<file path="src/rtl/ahfp_pkg.sv">
// Shared constants, operand struct and constant-building helpers for the
// pipelined floating-point adder/subtractor.
package ahfp_pkg;

    localparam int DEF_EXP_W  = 8;
    localparam int DEF_MAN_W  = 23;
    localparam int DEF_W      = 1 + DEF_EXP_W + DEF_MAN_W;
    localparam int DEF_BIAS   = (1 << (DEF_EXP_W - 1)) - 1;
    localparam int GRS_W      = 3;
    localparam int PIPE_DEPTH = 4;

    // Unpacked operand at the default widths: sign, biased exponent, significand with hidden bit.
    typedef struct packed {
        logic                 sign;
        logic [DEF_EXP_W-1:0] exp;
        logic [DEF_MAN_W:0]   sig;
    } ahfp_op_t;

    // Canonical quiet NaN: sign 0, exponent all-ones, mantissa MSB set.
    function automatic logic [63:0] ahfp_qnan(input int exp_w, input int man_w);
        logic [63:0] v;
        v = 64'd0;
        for (int i = 0; i < exp_w; i++) begin
            v[man_w + i] = 1'b1;
        end
        v[man_w - 1] = 1'b1;
        return v;
    endfunction

    // Largest finite magnitude: exponent all-ones minus one, mantissa all-ones.
    function automatic logic [63:0] ahfp_max_fin(input int exp_w, input int man_w);
        logic [63:0] v;
        v = 64'd0;
        for (int i = 0; i < man_w; i++) begin
            v[i] = 1'b1;
        end
        for (int i = 1; i < exp_w; i++) begin
            v[man_w + i] = 1'b1;
        end
        return v;
    endfunction

endpackage

</file>
<file path="src/rtl/ahfp_lzc.sv">
// Parametrised leading-zero counter; an all-zero input returns WIDTH.
module ahfp_lzc
    import ahfp_pkg::*;
#(
    parameter int WIDTH = DEF_MAN_W + 1 + GRS_W,
    parameter int CNT_W = $clog2(WIDTH + 1)
) (
    input  logic [WIDTH-1:0] in_vec,
    output logic [CNT_W-1:0] count
);

    logic found;

    // Scan from the MSB; counting stops at the first set bit.
    always_comb begin
        found = 1'b0;
        count = '0;
        for (int i = WIDTH - 1; i >= 0; i--) begin
            if (!found && !in_vec[i]) begin
                count = count + CNT_W'(1);
            end else begin
                found = 1'b1;
            end
        end
    end

endmodule

</file>
<file path="src/rtl/ahfp_addsub_pipe.sv">
// Four-stage floating-point adder/subtractor, truncating, denormals flushed.
// Optional macro AHFP_SPECIALS_EN enables NaN/infinity decoding and overflow-to-infinity.
module ahfp_addsub_pipe
    import ahfp_pkg::*;
#(
    parameter  int EXP_W = DEF_EXP_W,
    parameter  int MAN_W = DEF_MAN_W,
    localparam int W     = 1 + EXP_W + MAN_W
) (
    input  logic         clk,
    input  logic         reset,
    input  logic         clk_en,
    input  logic         start,
    input  logic         n,
    input  logic [W-1:0] dataa,
    input  logic [W-1:0] datab,
    output logic [W-1:0] result,
    output logic         done
);

    localparam int SIG_W     = MAN_W + 1;
    localparam int EXT_W     = SIG_W + GRS_W;
    localparam int SUM_W     = EXT_W + 1;
    localparam int CNT_W     = $clog2(EXT_W + 1);
    localparam int E_W       = EXP_W + 2;
    localparam int MAX_SHIFT = EXT_W - 1;
    localparam logic [EXP_W-1:0] EXP_ONES = {EXP_W{1'b1}};
    localparam logic [W-1:0]     QNAN     = W'(ahfp_qnan(EXP_W, MAN_W));
`ifdef AHFP_SPECIALS_EN
    localparam logic [W-2:0]     OVF_MAG  = {EXP_ONES, {MAN_W{1'b0}}};
`else
    localparam logic [W-2:0]     OVF_MAG  = (W-1)'(ahfp_max_fin(EXP_W, MAN_W));
`endif

    logic             sa, sb;
    logic [EXP_W-1:0] ea, eb, exp_s, diff;
    logic [MAN_W-1:0] ma, mb;
    logic [W-2:0]     mag_a, mag_b;
    logic [SIG_W-1:0] sig_a, sig_b, sig_s;
    logic [EXT_W-1:0] ext_s, shifted;
    logic             sticky;
`ifdef AHFP_SPECIALS_EN
    logic             a_nan, b_nan, a_inf, b_inf;
`endif

    logic             v1_d, sign1_d, sub1_d, nan1_d, inf1_d, isgn1_d;
    logic             v1_q, sign1_q, sub1_q, nan1_q, inf1_q, isgn1_q;
    logic [EXP_W-1:0] exp1_d, exp1_q;
    logic [EXT_W-1:0] sigl1_d, sigl1_q, sigs1_d, sigs1_q;

    logic             v2_d, sign2_d, nan2_d, inf2_d, isgn2_d;
    logic             v2_q, sign2_q, nan2_q, inf2_q, isgn2_q;
    logic [EXP_W-1:0] exp2_d, exp2_q;
    logic [SUM_W-1:0] sum2_d, sum2_q;

    logic [CNT_W-1:0] lz;
    logic [MAN_W-1:0] norm_man;
    logic             v3_d, sign3_d, zero3_d, nan3_d, inf3_d, isgn3_d;
    logic             v3_q, sign3_q, zero3_q, nan3_q, inf3_q, isgn3_q;
    logic [E_W-1:0]   exp3_d, exp3_q;
    logic [MAN_W-1:0] man3_d, man3_q;

    logic [W-1:0]     result_d, result_q;
    logic             done_d, done_q;

    // S1: unpack, flush denormals, order by magnitude and align the smaller operand.
    always_comb begin
        sa    = dataa[W-1];
        ea    = dataa[W-2 -: EXP_W];
        ma    = dataa[MAN_W-1:0];
        sb    = datab[W-1] ^ n;
        eb    = datab[W-2 -: EXP_W];
        mb    = datab[MAN_W-1:0];
        sig_a = (ea == '0) ? '0 : {1'b1, ma};
        sig_b = (eb == '0) ? '0 : {1'b1, mb};
        mag_a = (ea == '0) ? '0 : dataa[W-2:0];
        mag_b = (eb == '0) ? '0 : datab[W-2:0];
        v1_d  = start;
        sub1_d = sa ^ sb;
        if (mag_b > mag_a) begin
            sign1_d = sb;
            exp1_d  = eb;
            sigl1_d = {sig_b, {GRS_W{1'b0}}};
            exp_s   = ea;
            sig_s   = sig_a;
        end else begin
            sign1_d = sa;
            exp1_d  = ea;
            sigl1_d = {sig_a, {GRS_W{1'b0}}};
            exp_s   = eb;
            sig_s   = sig_b;
        end
        diff  = exp1_d - exp_s;
        ext_s = {sig_s, {GRS_W{1'b0}}};
        if (32'(diff) >= 32'(MAX_SHIFT)) begin
            shifted = '0;
            sticky  = |sig_s;
        end else begin
            shifted = ext_s >> diff;
            sticky  = ((shifted << diff) != ext_s);
        end
        sigs1_d = {shifted[EXT_W-1:1], shifted[0] | sticky};
`ifdef AHFP_SPECIALS_EN
        a_nan   = (ea == EXP_ONES) && (ma != '0);
        b_nan   = (eb == EXP_ONES) && (mb != '0);
        a_inf   = (ea == EXP_ONES) && (ma == '0);
        b_inf   = (eb == EXP_ONES) && (mb == '0);
        nan1_d  = a_nan | b_nan | (a_inf & b_inf & (sa != sb));
        inf1_d  = a_inf | b_inf;
        isgn1_d = a_inf ? sa : sb;
`else
        nan1_d  = 1'b0;
        inf1_d  = 1'b0;
        isgn1_d = 1'b0;
`endif
    end

    // S2: magnitude add or subtract; the larger operand is always first so no borrow-out.
    always_comb begin
        v2_d    = v1_q;
        sign2_d = sign1_q;
        exp2_d  = exp1_q;
        nan2_d  = nan1_q;
        inf2_d  = inf1_q;
        isgn2_d = isgn1_q;
        if (sub1_q) begin
            sum2_d = {1'b0, sigl1_q} - {1'b0, sigs1_q};
        end else begin
            sum2_d = {1'b0, sigl1_q} + {1'b0, sigs1_q};
        end
    end

    ahfp_lzc #(
        .WIDTH (EXT_W),
        .CNT_W (CNT_W)
    ) u_lzc (
        .in_vec (sum2_q[EXT_W-1:0]),
        .count  (lz)
    );

    // S3: normalise; guard/round/sticky fall away here because rounding truncates.
    always_comb begin
        v3_d     = v2_q;
        sign3_d  = sign2_q;
        nan3_d   = nan2_q;
        inf3_d   = inf2_q;
        isgn3_d  = isgn2_q;
        zero3_d  = 1'b0;
        exp3_d   = '0;
        man3_d   = '0;
        norm_man = MAN_W'((sum2_q[EXT_W-1:0] << lz) >> GRS_W);
        if (sum2_q == '0) begin
            zero3_d = 1'b1;
        end else if (sum2_q[SUM_W-1]) begin
            exp3_d = {2'b00, exp2_q} + E_W'(1);
            man3_d = sum2_q[SUM_W-2 -: MAN_W];
        end else if ({2'b00, exp2_q} <= E_W'(lz)) begin
            zero3_d = 1'b1;
        end else begin
            exp3_d = {2'b00, exp2_q} - E_W'(lz);
            man3_d = norm_man;
        end
    end

    // S4: pack, with specials and overflow taking priority over the normal result.
    always_comb begin
        done_d = v3_q;
        if (!v3_q) begin
            result_d = result_q;
        end else if (nan3_q) begin
            result_d = QNAN;
        end else if (inf3_q) begin
            result_d = {isgn3_q, EXP_ONES, {MAN_W{1'b0}}};
        end else if (zero3_q) begin
            result_d = '0;
        end else if (exp3_q >= E_W'(EXP_ONES)) begin
            result_d = {sign3_q, OVF_MAG};
        end else begin
            result_d = {sign3_q, exp3_q[EXP_W-1:0], man3_q};
        end
    end

    // Pipeline registers: reset clears everything, clk_en low freezes the whole pipe.
    always_ff @(posedge clk) begin
        if (reset) begin
            v1_q     <= 1'b0; sign1_q <= 1'b0; sub1_q <= 1'b0; exp1_q <= '0;
            sigl1_q  <= '0;   sigs1_q <= '0;   nan1_q <= 1'b0; inf1_q <= 1'b0; isgn1_q <= 1'b0;
            v2_q     <= 1'b0; sign2_q <= 1'b0; exp2_q <= '0;   sum2_q <= '0;
            nan2_q   <= 1'b0; inf2_q  <= 1'b0; isgn2_q <= 1'b0;
            v3_q     <= 1'b0; sign3_q <= 1'b0; zero3_q <= 1'b0; exp3_q <= '0; man3_q <= '0;
            nan3_q   <= 1'b0; inf3_q  <= 1'b0; isgn3_q <= 1'b0;
            result_q <= '0;   done_q  <= 1'b0;
        end else if (clk_en) begin
            v1_q     <= v1_d; sign1_q <= sign1_d; sub1_q <= sub1_d; exp1_q <= exp1_d;
            sigl1_q  <= sigl1_d; sigs1_q <= sigs1_d; nan1_q <= nan1_d; inf1_q <= inf1_d;
            isgn1_q  <= isgn1_d;
            v2_q     <= v2_d; sign2_q <= sign2_d; exp2_q <= exp2_d; sum2_q <= sum2_d;
            nan2_q   <= nan2_d; inf2_q <= inf2_d; isgn2_q <= isgn2_d;
            v3_q     <= v3_d; sign3_q <= sign3_d; zero3_q <= zero3_d; exp3_q <= exp3_d;
            man3_q   <= man3_d; nan3_q <= nan3_d; inf3_q <= inf3_d; isgn3_q <= isgn3_d;
            result_q <= result_d; done_q <= done_d;
        end
    end

    assign result = result_q;
    assign done   = done_q;

endmodule

</file>
<file path="config.mk">
export PLATFORM = sky130hd
export DESIGN_NAME = ahfp_addsub_pipe
export DESIGN_NICKNAME = d
export VERILOG_FILES = /design/src/rtl/ahfp_pkg.sv /design/src/rtl/ahfp_lzc.sv /design/src/rtl/ahfp_addsub_pipe.sv
export SDC_FILE = /design/constraint.sdc
export NUM_CORES = 1
export LEC_CHECK = 0
export ABC_CLOCK_PERIOD_IN_PS = 16900
export BUFFER_PORTS_ARGS = -buffer_cell sky130_fd_sc_hd__buf_2
export CORE_MARGIN = 10
export CORE_UTILIZATION = 28
export CTS_BUF_LIST = sky130_fd_sc_hd__clkbuf_4
export DETAILED_ROUTE_END_ITERATION = 12
export HOLD_SLACK_MARGIN = 0.15
export PLACE_DENSITY = 0.47
export SYNTH_ARGS = -nofsm -noshare
export SYNTH_HDL_FRONTEND = slang
export SYNTH_SLANG_ARGS = --single-unit
</file>
<file path="constraint.sdc">
create_clock -name clk -period 16.9 [get_ports clk]
set_clock_uncertainty 0.05 [all_clocks]
set_input_delay 3.38 -clock clk [delete_from_list [all_inputs] [get_ports clk]]
set_output_delay 3.38 -clock clk [all_outputs]
set_load 0.02 [all_outputs]
</file>
* Word-level counts from Yosys, hierarchy flattened
Cells that the tools add are included.
** Operators by class
- Add/subtract/negate cells :: 31
- $lt $le $gt $ge :: 4
- Equality and inequality tests :: 1
- Shifts and indexed selects :: 3
- Multiplexer cells :: 76
- Bitwise operators :: 3
- Reduce and logical (&&, ||, !) cells :: 83
** Operators with widths (number)
- $add 5x1->5 const B :: 26
- $mux 5 :: 26
- $mux 31 :: 3
- $mux 24 :: 3
- $mux 23 :: 3
- $mux 27 :: 2
- $logic_not 1->1 :: 52
- $mux 1 :: 32
- $mux 32 :: 1
- $gt 31x31->1 :: 1
- $mux 10 :: 3
- $add 27x27->28 :: 1
- $logic_not 28->1 :: 1
- $mux 28 :: 1
- $sub 27x27->28 :: 1
- $ne 27x27->1 :: 1
- $shl 27x5->26 :: 1
- $shl 27x8->27 :: 1
- $shr 27x8->27 :: 1
- $logic_and 1x1->1 :: 26
- $reduce_or 24->1 :: 1
- $logic_not 8->1 :: 2
- $mux 8 :: 2
- $ge 10x8->1 const B :: 1
- 8 further kinds :: 9
** Word-level totals
- Register bits after elaboration :: 172
- Bits of input ports :: 69
- Output and inout bits :: 33
- Word-level logic and storage cells :: 218

* Depth between registers and ports, before layout
Gate-level depths: netlist (run 1).
- Depth after elaboration :: 82
- Gate-level depth with buffers :: 65

* Cells and area by module
A second synthesis (run 1) with hierarchy kept.
** Unflattened totals
- Cells, all modules :: 2593
- Area total of the unflattened synthesis :: 18024.8 um^2
** By module, submodules not included
- ahfp_addsub_pipe :: times used 1, cells an instance 2167, area an instance 15250.9 um^2, seq. area each 3383.2 um^2
- ahfp_lzc :: times used 1, cells an instance 426, area an instance 2773.9 um^2, seq. area each 0.0 um^2

* Least setup slack after synthesis (run 1)
Ideal clock, no wire load.
- Path type :: register to register
- Start :: register sum2_q[24]
- End :: register man3_q[17]
- Library setup time :: 133 ps
- Data arrival time :: 11822 ps
- Data required time :: 16717 ps
- Setup slack :: 4894 ps
- Stages on the path, launching flop included :: 64
- Buffers on the path :: 3
- Clock period less this slack :: 12006 ps
- Cells stage by stage :: dfxtp_1 -> buf_6 -> or4_4 -> clkbuf_1 -> and2_1 -> o21bai_1 -> ha_1 -> nor2b_1 -> nor4_1 -> or4b_2 -> a31oi_1 -> ha_1 -> o211ai_1 -> o21a_1 -> ha_1 -> nor2_1 -> a21oi_1 -> o21ai_0 -> [... 28 more ...] -> nand2_1 -> ha_1 -> mux2i_1 -> o21ai_1 -> inv_2 -> clkbuf_1 -> ha_1 -> a21o_1 -> a21o_1 -> a21o_1 -> a21o_1 -> o21ai_0 -> a21oi_1 -> and3_1 -> nand2_1 -> inv_1 -> a222oi_1 -> o21ai_0
** Between the ends
- Word-level cells in the longest chain between the ends :: 79
** RTL lines
- start, declared :: line ahfp_addsub_pipe.sv:54 : logic [SUM_W-1:0] sum2_d, sum2_q;
- start signal, assigned :: line ahfp_addsub_pipe.sv:197 : v2_q <= v2_d; sign2_q <= sign2_d; exp2_q <= exp2_d; sum2_q <= sum2_d;
- parallel branches: the longest is 78 deep, another holds $add 5x1->5
- $mux 23 * :: line ahfp_addsub_pipe.sv:152 : if (sum2_q == '0) begin
- end signal, assigned :: line ahfp_addsub_pipe.sv:200 : man3_q <= man3_d; nan3_q <= nan3_d; inf3_q <= inf3_d; isgn3_q <= isgn3_d;
- end, declared :: line ahfp_addsub_pipe.sv:61 : logic [MAN_W-1:0] man3_d, man3_q;
Mark *: on every way between the ends.
A chain may end at the register's enable or synchronous reset.

* Final worst setup path (run 1)
- Start :: register sum2_q[25]
- End :: register man3_q[17]
** Between the ends
- Word-level cells in the longest chain between the ends :: 82
** RTL lines (line)
- parallel branches: the longest is 81 deep, another holds $add 5x1->5
- $mux 23 * :: ahfp_addsub_pipe.sv:152
Marked as above.

==> flow_summary.yaml, run 1 <==
routing:
  wirelength_mm: 74.75
  viasPerCell: 5.708
  first_pass_iters: 6
  wire_per_inst_um: 22.10
  ant_nets: 0
  detailedRoute.firstIterationViolations: 1615
  num_vias: 19303
  detail_route.drc_violations: 0
outcome:
  outcome: "finished, final reports clean"
yosys:
  netlist.area_leader.share_pct: 19.03
  synth_mux_area_share_pct: 8.137
  post_synth_inst_count: 2565
  synth_edf_count: 0
  synth.yosys.warnings: 0
  synth_xor_xnor_area_share_pct: 6.166
  yosys_most_used_dff: "sky130_fd_sc_hd__dfxtp_1"
  mappedNetlistArea_sq_um: 17780
  synth_cell_types: 90
  synth_area_leader_cell: "sky130_fd_sc_hd__dfxtp_1"
  syn-mean-instance-area_sq_um: 6.930
  synth_area_leaders: "sky130_fd_sc_hd__dfxtp_1 (19%), sky130_fd_sc_hd__nor2_1 (7.1%), sky130_fd_sc_hd__nand2_1 (6.6%)"
  synth-seq-cells: 169
  synthAdderAreaFrac_pct: 6.687
  synth_seq_area_share_pct: 19.03
  synth_async_sr_flop_share_pct: 0
  synth_simple_gate_area_share_pct: 27.45
  main_combinational_cell_family_by_area_after_synthesis: "simple AND/OR/NAND/NOR gates"
  synth_fp_nets: 2722
  post_synthesis_compound_gate_area_fraction_pct: 26.90
setup_path:
  critical_path.max_stage_delay_ns: 0.62
  cell_occurring_most_often_along_the_worst_timing_path: "sky130_fd_sc_hd__ha_1"
  timing.critical_path.from_type: "flip-flop"
  crit_path_max_fanout: 11
  crit_path_top_delay_cell: "sky130_fd_sc_hd__or4b_2"
  endpoint_kind: "flip-flop"
  cp_data_arrival_time_ns: 13.86
  path_class: "reg -> reg"
  worst_ep_required_time_ns: 17.39
sta:
  clock.fmax_mhz: 74.84
  timing.slew.headroom_pct: 15.70
  timing.final.hold_violations: 0
  finalSetupViolations: 0
  timing.final.crit_share_pct: 79.07
  finalCriticalPeriod_ns: 13.36
  final.setup.worst_slack_ns: 3.538
  worstMarginPinSlew_ns: 1.260
  number_of_max_slew_violations_in_the_final_report: 0
  grt_setup_unrepaired: "no"
  final.setup.tns_ns: 0
grt:
  wire_length_of_the_first_global_routing_pass_mm: 114.0
  grt_max_degree: 83
  initial_antenna_violation_count: 1
  globalRouteOverflowTotal: 0
  groute.usage.overall_pct: 19.48
  grt_pass1_vias: 18497
die:
  die_height_um: 272.0
  fp.coreArea_sq_um: 62970
  pin_count: 102
  die_width_um: 272.0
  placementRows: 92
  fp.dieArea_sq_um: 73960
  initial_utilization_pct: 28.23
cells_and_area:
  area_growth_syn_to_layout_pct: 7.996
  num-fill-cells: 6963
  final_layout_size_suffix_gt1_share_pct: 9.428
  number_of_nets_in_the_layout: 2679
clock_tree:
  cts_root_buf: "sky130_fd_sc_hd__clkbuf_4"
  resized_cells_post_cts: 0
  clock_tree.htree_level_count: 4
  postCtsSetupRepairBufs: 0
  cts_hold_buffers: 0
  insertion_delay_ns: 0.65
  cts_tree: "built"
  clock_sink_count: 169
  cts_made_buffers: 17
  cts_buffer_depth: 2
  clk_transition_reported_paths_ns: 0.16
power:
  power.leakage_nw: 7.384
  report.power.total_mw: 4.357
  vdd_ir_max_mv: 0.2263
  p_per_area_nw_per_um2: 226.9
place:
  hpwl_mm: 57.09
  gp_congestion: 0.9516
  dp_slack_ns: 3.695
  port_buffers: 101
min_path:
  min_path_type: "reg -> reg"
run:
  drv_cap: 0
sequential cells by signal, indices dropped and copies added, names as in the netlist, 8 cells and up:
| signal | cells |
|---|---|
| result | 32 |
| sum2_q | 28 |
| sigs1_q | 27 |
| sigl1_q | 24 |
| man3_q | 23 |
| exp3_q | 10 |
| exp1_q | 8 |
| exp2_q | 8 |
cells in the final DEF, fill, tap and decap left out, drive strengths merged, types with 13 or more instances in the layout:
master / Yosys / final
mux2i: 104 / 104
a31oi: 20 / 20
nand2: 314 / 314
ha: 87 / 87
o21ai: 107 / 107
inv: 60 / 63
buf: 23 / 138
nand3: 84 / 84
a221oi: 13 / 13
a21oi: 234 / 234
and3: 28 / 28
xor2: 25 / 25
xnor2: 81 / 81
dfxtp: 169 / 169
nor4: 23 / 23
clkbuf: 177 / 19
a22oi: 35 / 35
o221ai: 15 / 15
a211oi: 58 / 58
nor3: 106 / 106
nor2: 338 / 338
a311oi: 16 / 16
o21a: 19 / 19
or3: 17 / 17
o31ai: 17 / 17
nand4: 34 / 34
o22ai: 29 / 29
o211ai: 43 / 43
mux2: 18 / 18
and2: 40 / 40
nor2b: 32 / 32
nand2b: 13 / 13
worst paths after layout:
| kind | from | to | slack (ns) | cells after the start |
|---|---|---|---|---|
| setup / recovery | sum2_q[25] | man3_q[17] | 3.54 | 62 |
| setup reg to reg | sum2_q[25] | man3_q[17] | 3.54 | 62 |
| hold / removal | done | done | 0.43 | 2 |
| hold reg to reg | done | done | 0.43 | 2 |
routing by layer:
layer	share of wire, %	GRT usage [%]	vias to the layer above
li1	-	-	9295
met1	43	24.36	9261
met2	48	33.36	621
met3	4.9	2.594	126
met4	4.2	7.734	0
met5	0	0	-
logic make-up (layout without fill, tap and decap cells):
group,after synthesis,in the layout
other,0,1
and+or+nand+nor,1066,1066
DFF,169,169
muxes,131,131
buffers and inverters,263,233
xor gates and xnor gates,111,111
adders and majority gates,96,96
AOI/OAI and AO/OA,729,729
final cells by class:
cell class / instances / area [sq um] / area share, %
clock buffers: 19 / 142.6 / 0.7430
repair buffers: 138 / 788.3 / 4.106
clock inverters: 13 / 117.6 / 0.6127
diodes: 1 / 2.502 / 0.01304
multi-input cells: 2133 / 13470 / 70.16
flip-flops and latches: 169 / 3383 / 17.62
well taps: 846 / 1059 / 5.514
inverters: 63 / 236.5 / 1.232
per-stage QoR:
step | std cells | utilization (%) | hold slack, ns | area (sq um)
2_1_floorplan | 2565 | - | 0.3757 | 17780
3_3_place_gp | 3349 | 30.07 | 0.4065 | 18930
3_5_place_dp | 3349 | 30.07 | 0.4108 | 18930
4_1_cts | 3381 | 30.48 | 0.4329 | 19190
5_1_grt | 3382 | 30.49 | 0.4524 | 19200
6_report | 3382 | 30.49 | 0.4293 | 19200
worst max-delay path, delay by kind of cell, from the launching register on:
| family | cells | cell delay (ns) |
|---|---|---|
| AO/OA/AOI/OAI | 25 | 4.64 |
| AND/OR/NAND/NOR | 15 | 3.43 |
| adder cells (fa/ha/maj) | 12 | 3.36 |
| buffers and inverters | 6 | 0.59 |
| XOR/XNOR | 2 | 0.50 |
| flip-flops | 1 | 0.45 |
| multiplexers | 2 | 0.23 |
power by group:
| part | switching, mW | internal [mW] | leakage, nW |
|---|---|---|---|
| Sequential | 0.0989 | 0.453 | 1.38 |
| Clock | 0.161 | 0.0651 | 0.132 |
| Combinational | 2.14 | 1.44 | 5.87 |
cell usage after synthesis, drive strengths merged (25+ instances only):
cell type,number
xnor2,81
a22oi,35
o211ai,43
nor3,106
mux2i,104
and2,40
and3,28
nand3,84
dfxtp,169
nand4,34
o21ai,107
inv,60
clkbuf,177
nand2,314
a21oi,234
xor2,25
ha,87
nor2,338
nor2b,32
o22ai,29
a211oi,58
(Power assumes the default switching activity.)
==> inputs of run 2 (changes only) <==
ABC_CLOCK_PERIOD_IN_PS = 13700   (was 16900)
clock period = 13.7 ns   (was 16.9 ns; I/O delays follow)
==> run 2 against run 1 <==
The flow now finishes with violations (max-capacitance violations). Worst hold slack better by 0.0011 ns. Routed wire length is 1.4% lower. Cell area is 0.71% higher. Critical endpoint unchanged.
==> flow_summary.yaml, run 2 (synthesized netlist as in run 1, its figures left out) <==
outcome:
  outcome: "complete, but fails checks"
  violations_in_the_final_reports: "max-capacitance violations"
sta:
  number_of_max_slew_violations_in_the_final_report: 0
  min_hold_slack_ns: 0.4304
  worstMarginPinSlew_ns: 1.428
  timing.slew.headroom_pct: 2.327
  finalCriticalPeriod_ns: 12.78
  final.setup.worst_slack_ns: 0.9224
  clock.fmax_mhz: 78.26
  finalSetupViolations: 0
  timing.final.crit_share_pct: 93.27
  timing.final.hold_violations: 0
power:
  p_per_area_nw_per_um2: 280.7
  net-switching-power_mw: 2.945
  share_seq_of_total_power_pct: 12.6
  sw_frac_of_total_pct: 54.27
  combPwrFrac_pct: 81.4
  power.leakage_nw: 7.455
  power_report.internal_total_mw: 2.482
  share_clk_of_total_power_pct: 6.1
  vdd_ir_max_mv: 0.3132
die:
  fp.dieArea_sq_um: 73960
  die_width_um: 272.0
  initial_utilization_pct: 28.23
  die_height_um: 272.0
  fp.coreArea_sq_um: 62970
  pin_count: 102
  placementRows: 92
grt:
  groute.usage.overall_pct: 19.24
  grt_pass1_vias: 18536
  initial_antenna_violation_count: 1
  wire_length_of_the_first_global_routing_pass_mm: 112.9
  globalRouteOverflowTotal: 0
  grt_max_degree: 85
place:
  place.detailed.instances: 3351
  hpwl_mm: 56.16
  port_buffers: 101
  gp_congestion: 0.9781
  dp_slack_ns: 0.4480
routing:
  wire_per_inst_um: 21.76
  ant_nets: 0
  num_vias: 19413
  detailedRoute.firstIterationViolations: 1998
  first_pass_iters: 6
  wirelength_mm: 73.73
  detail_route.drc_violations: 0
  viasPerCell: 5.730
cells_and_area:
  area_growth_syn_to_layout_pct: 8.763
  mostFrequentLayoutCells: "sky130_fd_sc_hd__nor2_1 (335), sky130_fd_sc_hd__nand2_1 (312), sky130_fd_sc_hd__a21oi_1 (234)"
  number_of_nets_in_the_layout: 2683
  mostFrequentLayoutCell: "sky130_fd_sc_hd__nor2_1"
  final_layout_size_suffix_gt1_share_pct: 9.807
  num-fill-cells: 6960
  instances_no_fill: 3388
  largest_register_ffs: 32
min_path:
  min_path_type: "reg -> reg"
setup_path:
  path_class: "reg -> reg"
  worst_ep_required_time_ns: 14.26
  timing.critical_path.from_type: "flip-flop"
  cell_occurring_most_often_along_the_worst_timing_path: "sky130_fd_sc_hd__ha_1"
  critical_path.max_stage_delay_ns: 0.67
  endpoint_kind: "flip-flop"
  cp_data_arrival_time_ns: 13.33
  crit_path_top_delay_cell: "sky130_fd_sc_hd__or4_4"
  worst-path-buf-inv: 3
  crit_path_max_fanout: 13
  critical-path-top-delay-family: "simple AND/OR/NAND/NOR gates"
clock_tree:
  insertion_delay_ns: 0.72
  clk_transition_reported_paths_ns: 0.16
  cts_made_buffers: 17
  clock_sink_count: 169
  cts_buffer_depth: 2
  clock_tree.htree_level_count: 4
  cts_tree: "built"
  cts_root_buf: "sky130_fd_sc_hd__clkbuf_4"
run:
  drv_cap: 1
[run 2: metrics by stage]
stage	TNS, ns	power [mW]	utilization [%]	cell area [sq um]
floorplan	0	4.000	-	17780
global placement	0	4.985	30.10	18950
detailed placement	0	4.991	30.10	18950
CTS	0	5.363	30.59	19260
global route	-0.01537	5.929	30.70	19330
finish	0	5.426	30.71	19330
[run 2: worst register-to-register path: cells and delay by family (launching register included)]
kind                     cells  cell delay (ns)
flip-flops                   1             0.44
adder cells (fa/ha/maj)     12             3.59
multiplexers                 2             0.31
XOR/XNOR                     2             0.56
buffers and inverters        3             0.17
AND/OR/NAND/NOR             16             3.94
AO/OA/AOI/OAI               25             3.65
[run 2: area by class of cell]
class                      instances  area, sq um  share of cell area [%]
antenna                            3        7.507                 0.03883
tap                              846         1059                   5.475
inverter                          63        236.5                   1.223
clock inverter                    14        176.4                  0.9125
timing repair buffer             142        818.3                   4.232
sequential                       169         3383                   17.50
clock buffer                      18        135.1                  0.6989
multi-input combinational       2133        13520                   69.92
[run 2: metal layers]
metal  routed length [um]  share of wire [%]  global-route usage [%]  vias up
met5                    0                  0                       0        -
met4                 3206                4.3                   8.216        0
met3                 3805                5.2                   2.410      151
met2                34700                 47                   32.35      690
met1                32020                 43                   24.42     9235
li1                     -                  -                       -     9337
[run 2: power groups by stage]
| stage | logic, mW | registers, mW | clock network [mW] |
|---|---|---|---|
| 3_5_place_dp | 4.30 | 0.691 | 0 |
| 4_1_cts | 4.34 | 0.680 | 0.344 |
| 6_report | 4.41 | 0.681 | 0.330 |
| 2_1_floorplan | 3.40 | 0.602 | 0 |
| 5_1_grt | 4.88 | 0.693 | 0.360 |
| 3_3_place_gp | 4.29 | 0.691 | 0 |
[run 2: repair_timing]
| item | 4_1_cts | 5_1_grt |
|---|---|---|
| setup endpoints to repair | 0 | 34 |
| hold endpoints to repair | 0 | 0 |
| setup buffers | 0 | 2 |
| resized for setup | 0 | 9 |
| hold buffers | 0 | 0 |
[run 2: final timing paths]
kind / from / to / slack, ns / cells after the start
hold reg to reg: done / done / 0.43 / 2
hold / removal: done / done / 0.43 / 2
setup reg to reg: sum2_q[23] / man3_q[17] / 0.92 / 60
setup / recovery: sum2_q[23] / man3_q[17] / 0.92 / 60
==> inputs of run 3 (changes only) <==
CELL_PAD_IN_SITES_DETAIL_PLACEMENT = 1   (was unset)
CELL_PAD_IN_SITES_GLOBAL_PLACEMENT = 1   (was unset)
PLACE_DENSITY = 0.59   (was 0.47)
==> run 3 against run 2 <==
Non-clock buffer count up 10. Flip-flop and latch count unchanged. Core utilization rose by 0.10 points. Highest routed layer unchanged. Critical path depth is the same. Worst hold slack gained 0.0017 ns. The run now ends clean. Fmax increased by 0.22%. Sequential share of layout area barely moved. Cell area increased by 0.34%. Routed wire length grew 9.2%. Global-route usage is 1.8 points higher. Register-to-register slack gained 0.03 ns.
==> flow_summary.yaml, run 3 (synthesized netlist as in run 1, its figures left out) <==
setup_path:
  worst_ep_required_time_ns: 14.24
  worstSetupStartpoint: "sum2_q[23]"
  worst_r2r_path_depth: 60
  cp_data_arrival_time_ns: 13.29
  crit_cells: 60
  regToRegStartpoint: "sum2_q[23]"
  critical_path.max_stage_delay_ns: 0.64
  r2r_slack_ns: 0.95
  crit_path_top_delay_cell: "sky130_fd_sc_hd__or4_4"
  rr_endpoint: "man3_q[17]"
  path_class: "reg -> reg"
  crit_path_max_fanout: 13
  timing.critical_path.from_type: "flip-flop"
  cell_occurring_most_often_along_the_worst_timing_path: "sky130_fd_sc_hd__ha_1"
  critical_path.endpoint: "man3_q[17]"
  worst-path-buf-inv: 3
  endpoint_kind: "flip-flop"
  critical-path-top-delay-family: "simple AND/OR/NAND/NOR gates"
clock_tree:
  clock_sink_count: 169
  clk_transition_reported_paths_ns: 0.16
  insertion_delay_ns: 0.70
  cts_hold_buffers: 0
  clock_tree.htree_level_count: 4
  cts_buffer_depth: 2
  cts_made_buffers: 17
  cts_root_buf: "sky130_fd_sc_hd__clkbuf_4"
  cts_tree: "built"
cells_and_area:
  final_layout_size_suffix_gt1_share_pct: 10.28
  num-fill-cells: 7923
  largest_register_ffs: 32
  mostFrequentLayoutCell: "sky130_fd_sc_hd__nor2_1"
  post-route-util_pct: 30.81
  area_growth_syn_to_layout_pct: 9.129
  number_of_nets_in_the_layout: 2693
  mostFrequentLayoutCells: "sky130_fd_sc_hd__nor2_1 (336), sky130_fd_sc_hd__nand2_1 (312), sky130_fd_sc_hd__a21oi_1 (234)"
routing:
  wire_per_inst_um: 23.72
  detailedRoute.firstIterationViolations: 1396
  ant_nets: 0
  wirelength_mm: 80.52
  detail_route.drc_violations: 0
  first_pass_iters: 6
  viasPerCell: 5.848
  num_vias: 19855
power:
  report.power.total_mw: 5.577
  p_per_area_nw_per_um2: 287.5
  vdd_ir_max_mv: 0.2177
  power.leakage_nw: 7.492
grt:
  grt_max_degree: 80
  grt_pass1_vias: 19962
  initial_antenna_violation_count: 1
  globalRouteOverflowTotal: 0
  groute.usage.overall_pct: 21.06
  wire_length_of_the_first_global_routing_pass_mm: 123.1
place:
  port_buffers: 101
  gp_congestion: 0.9510
  hpwl_mm: 62.73
sta:
  worstMarginPinSlew_ns: 1.210
  finalCriticalPeriod_ns: 12.75
  timing.final.hold_violations: 0
  clock.fmax_mhz: 78.43
  timing.final.crit_share_pct: 93.06
  finalSetupViolations: 0
  number_of_max_slew_violations_in_the_final_report: 0
  timing.slew.headroom_pct: 18.78
die:
  die_height_um: 272.0
  fp.coreArea_sq_um: 62970
  pin_count: 102
  placementRows: 92
  initial_utilization_pct: 28.23
  die_width_um: 272.0
  fp.dieArea_sq_um: 73960
min_path:
  min_path_type: "reg -> reg"
  hold_path.startpoint: "done"
run:
  drv_cap: 0
outcome:
  outcome: "finished, final reports clean"
[run 3: metal layers]
metal / GRT usage (%) / wire length (um) / vias to the layer above
met5: 0 / 0 / -
met4: 10.06 / 3808 / 0
met3: 2.471 / 3157 / 166
met2: 35.73 / 38380 / 569
met1: 26.20 / 35180 / 9788
li1: - / - / 9332
[run 3: repair_timing]
item	CTS	global route
endpoints found under the setup margin	0	34
setup buffers	0	4
gates resized for setup	0	14
[run 3: how the worst min path moves through the flow]
stage / end / slack [ns] / cells after the start
floorplan: man3_q[21] / 0.38 / 2
global placement: exp3_q[9] / 0.41 / 2
detailed placement: result[2] / 0.42 / 2
CTS: done / 0.44 / 2
global route: done / 0.46 / 2
finish: done / 0.43 / 2
[run 3: area by class of cell]
cell class,instances,area [sq um],share of cell area (%)
diodes,1,2.502,0.01290
repair buffers,152,893.4,4.605
inverters,63,236.5,1.219
clock buffers,17,127.6,0.6579
well taps,846,1059,5.457
clock inverters,14,172.7,0.8901
multi-input cells,2133,13520,69.70
flip-flops and latches,169,3387,17.46
[run 3: through the flow]
step           TNS (ns)  cell area [sq um]  instances  worst slack, ns  hold WS [ns]
2_1_floorplan         0              17780       2565            1.694        0.3757
3_3_place_gp          0              19010       3359           0.7313        0.4101
3_5_place_dp          0              19010       3359           0.1776        0.4208
4_1_cts               0              19310       3390           0.1291        0.4423
5_1_grt        -0.03553              19400       3395         -0.03553        0.4579
6_report              0              19400       3395           0.9501        0.4321
[run 3: worst register-to-register path, delay by kind of cell, from the launching register on]
family / cells / cell delay [ns]
AOI/OAI and AO/OA: 25 / 3.68
and+or+nand+nor: 16 / 3.81
xor gates and xnor gates: 2 / 0.54
buffers and inverters: 3 / 0.20
adders and majority gates: 12 / 3.59
muxes: 2 / 0.39
DFF: 1 / 0.40
[run 3: power by group]
group          switching (mW)  internal, mW
logic                    2.74          1.82
clock network           0.217         0.115
registers               0.123         0.559
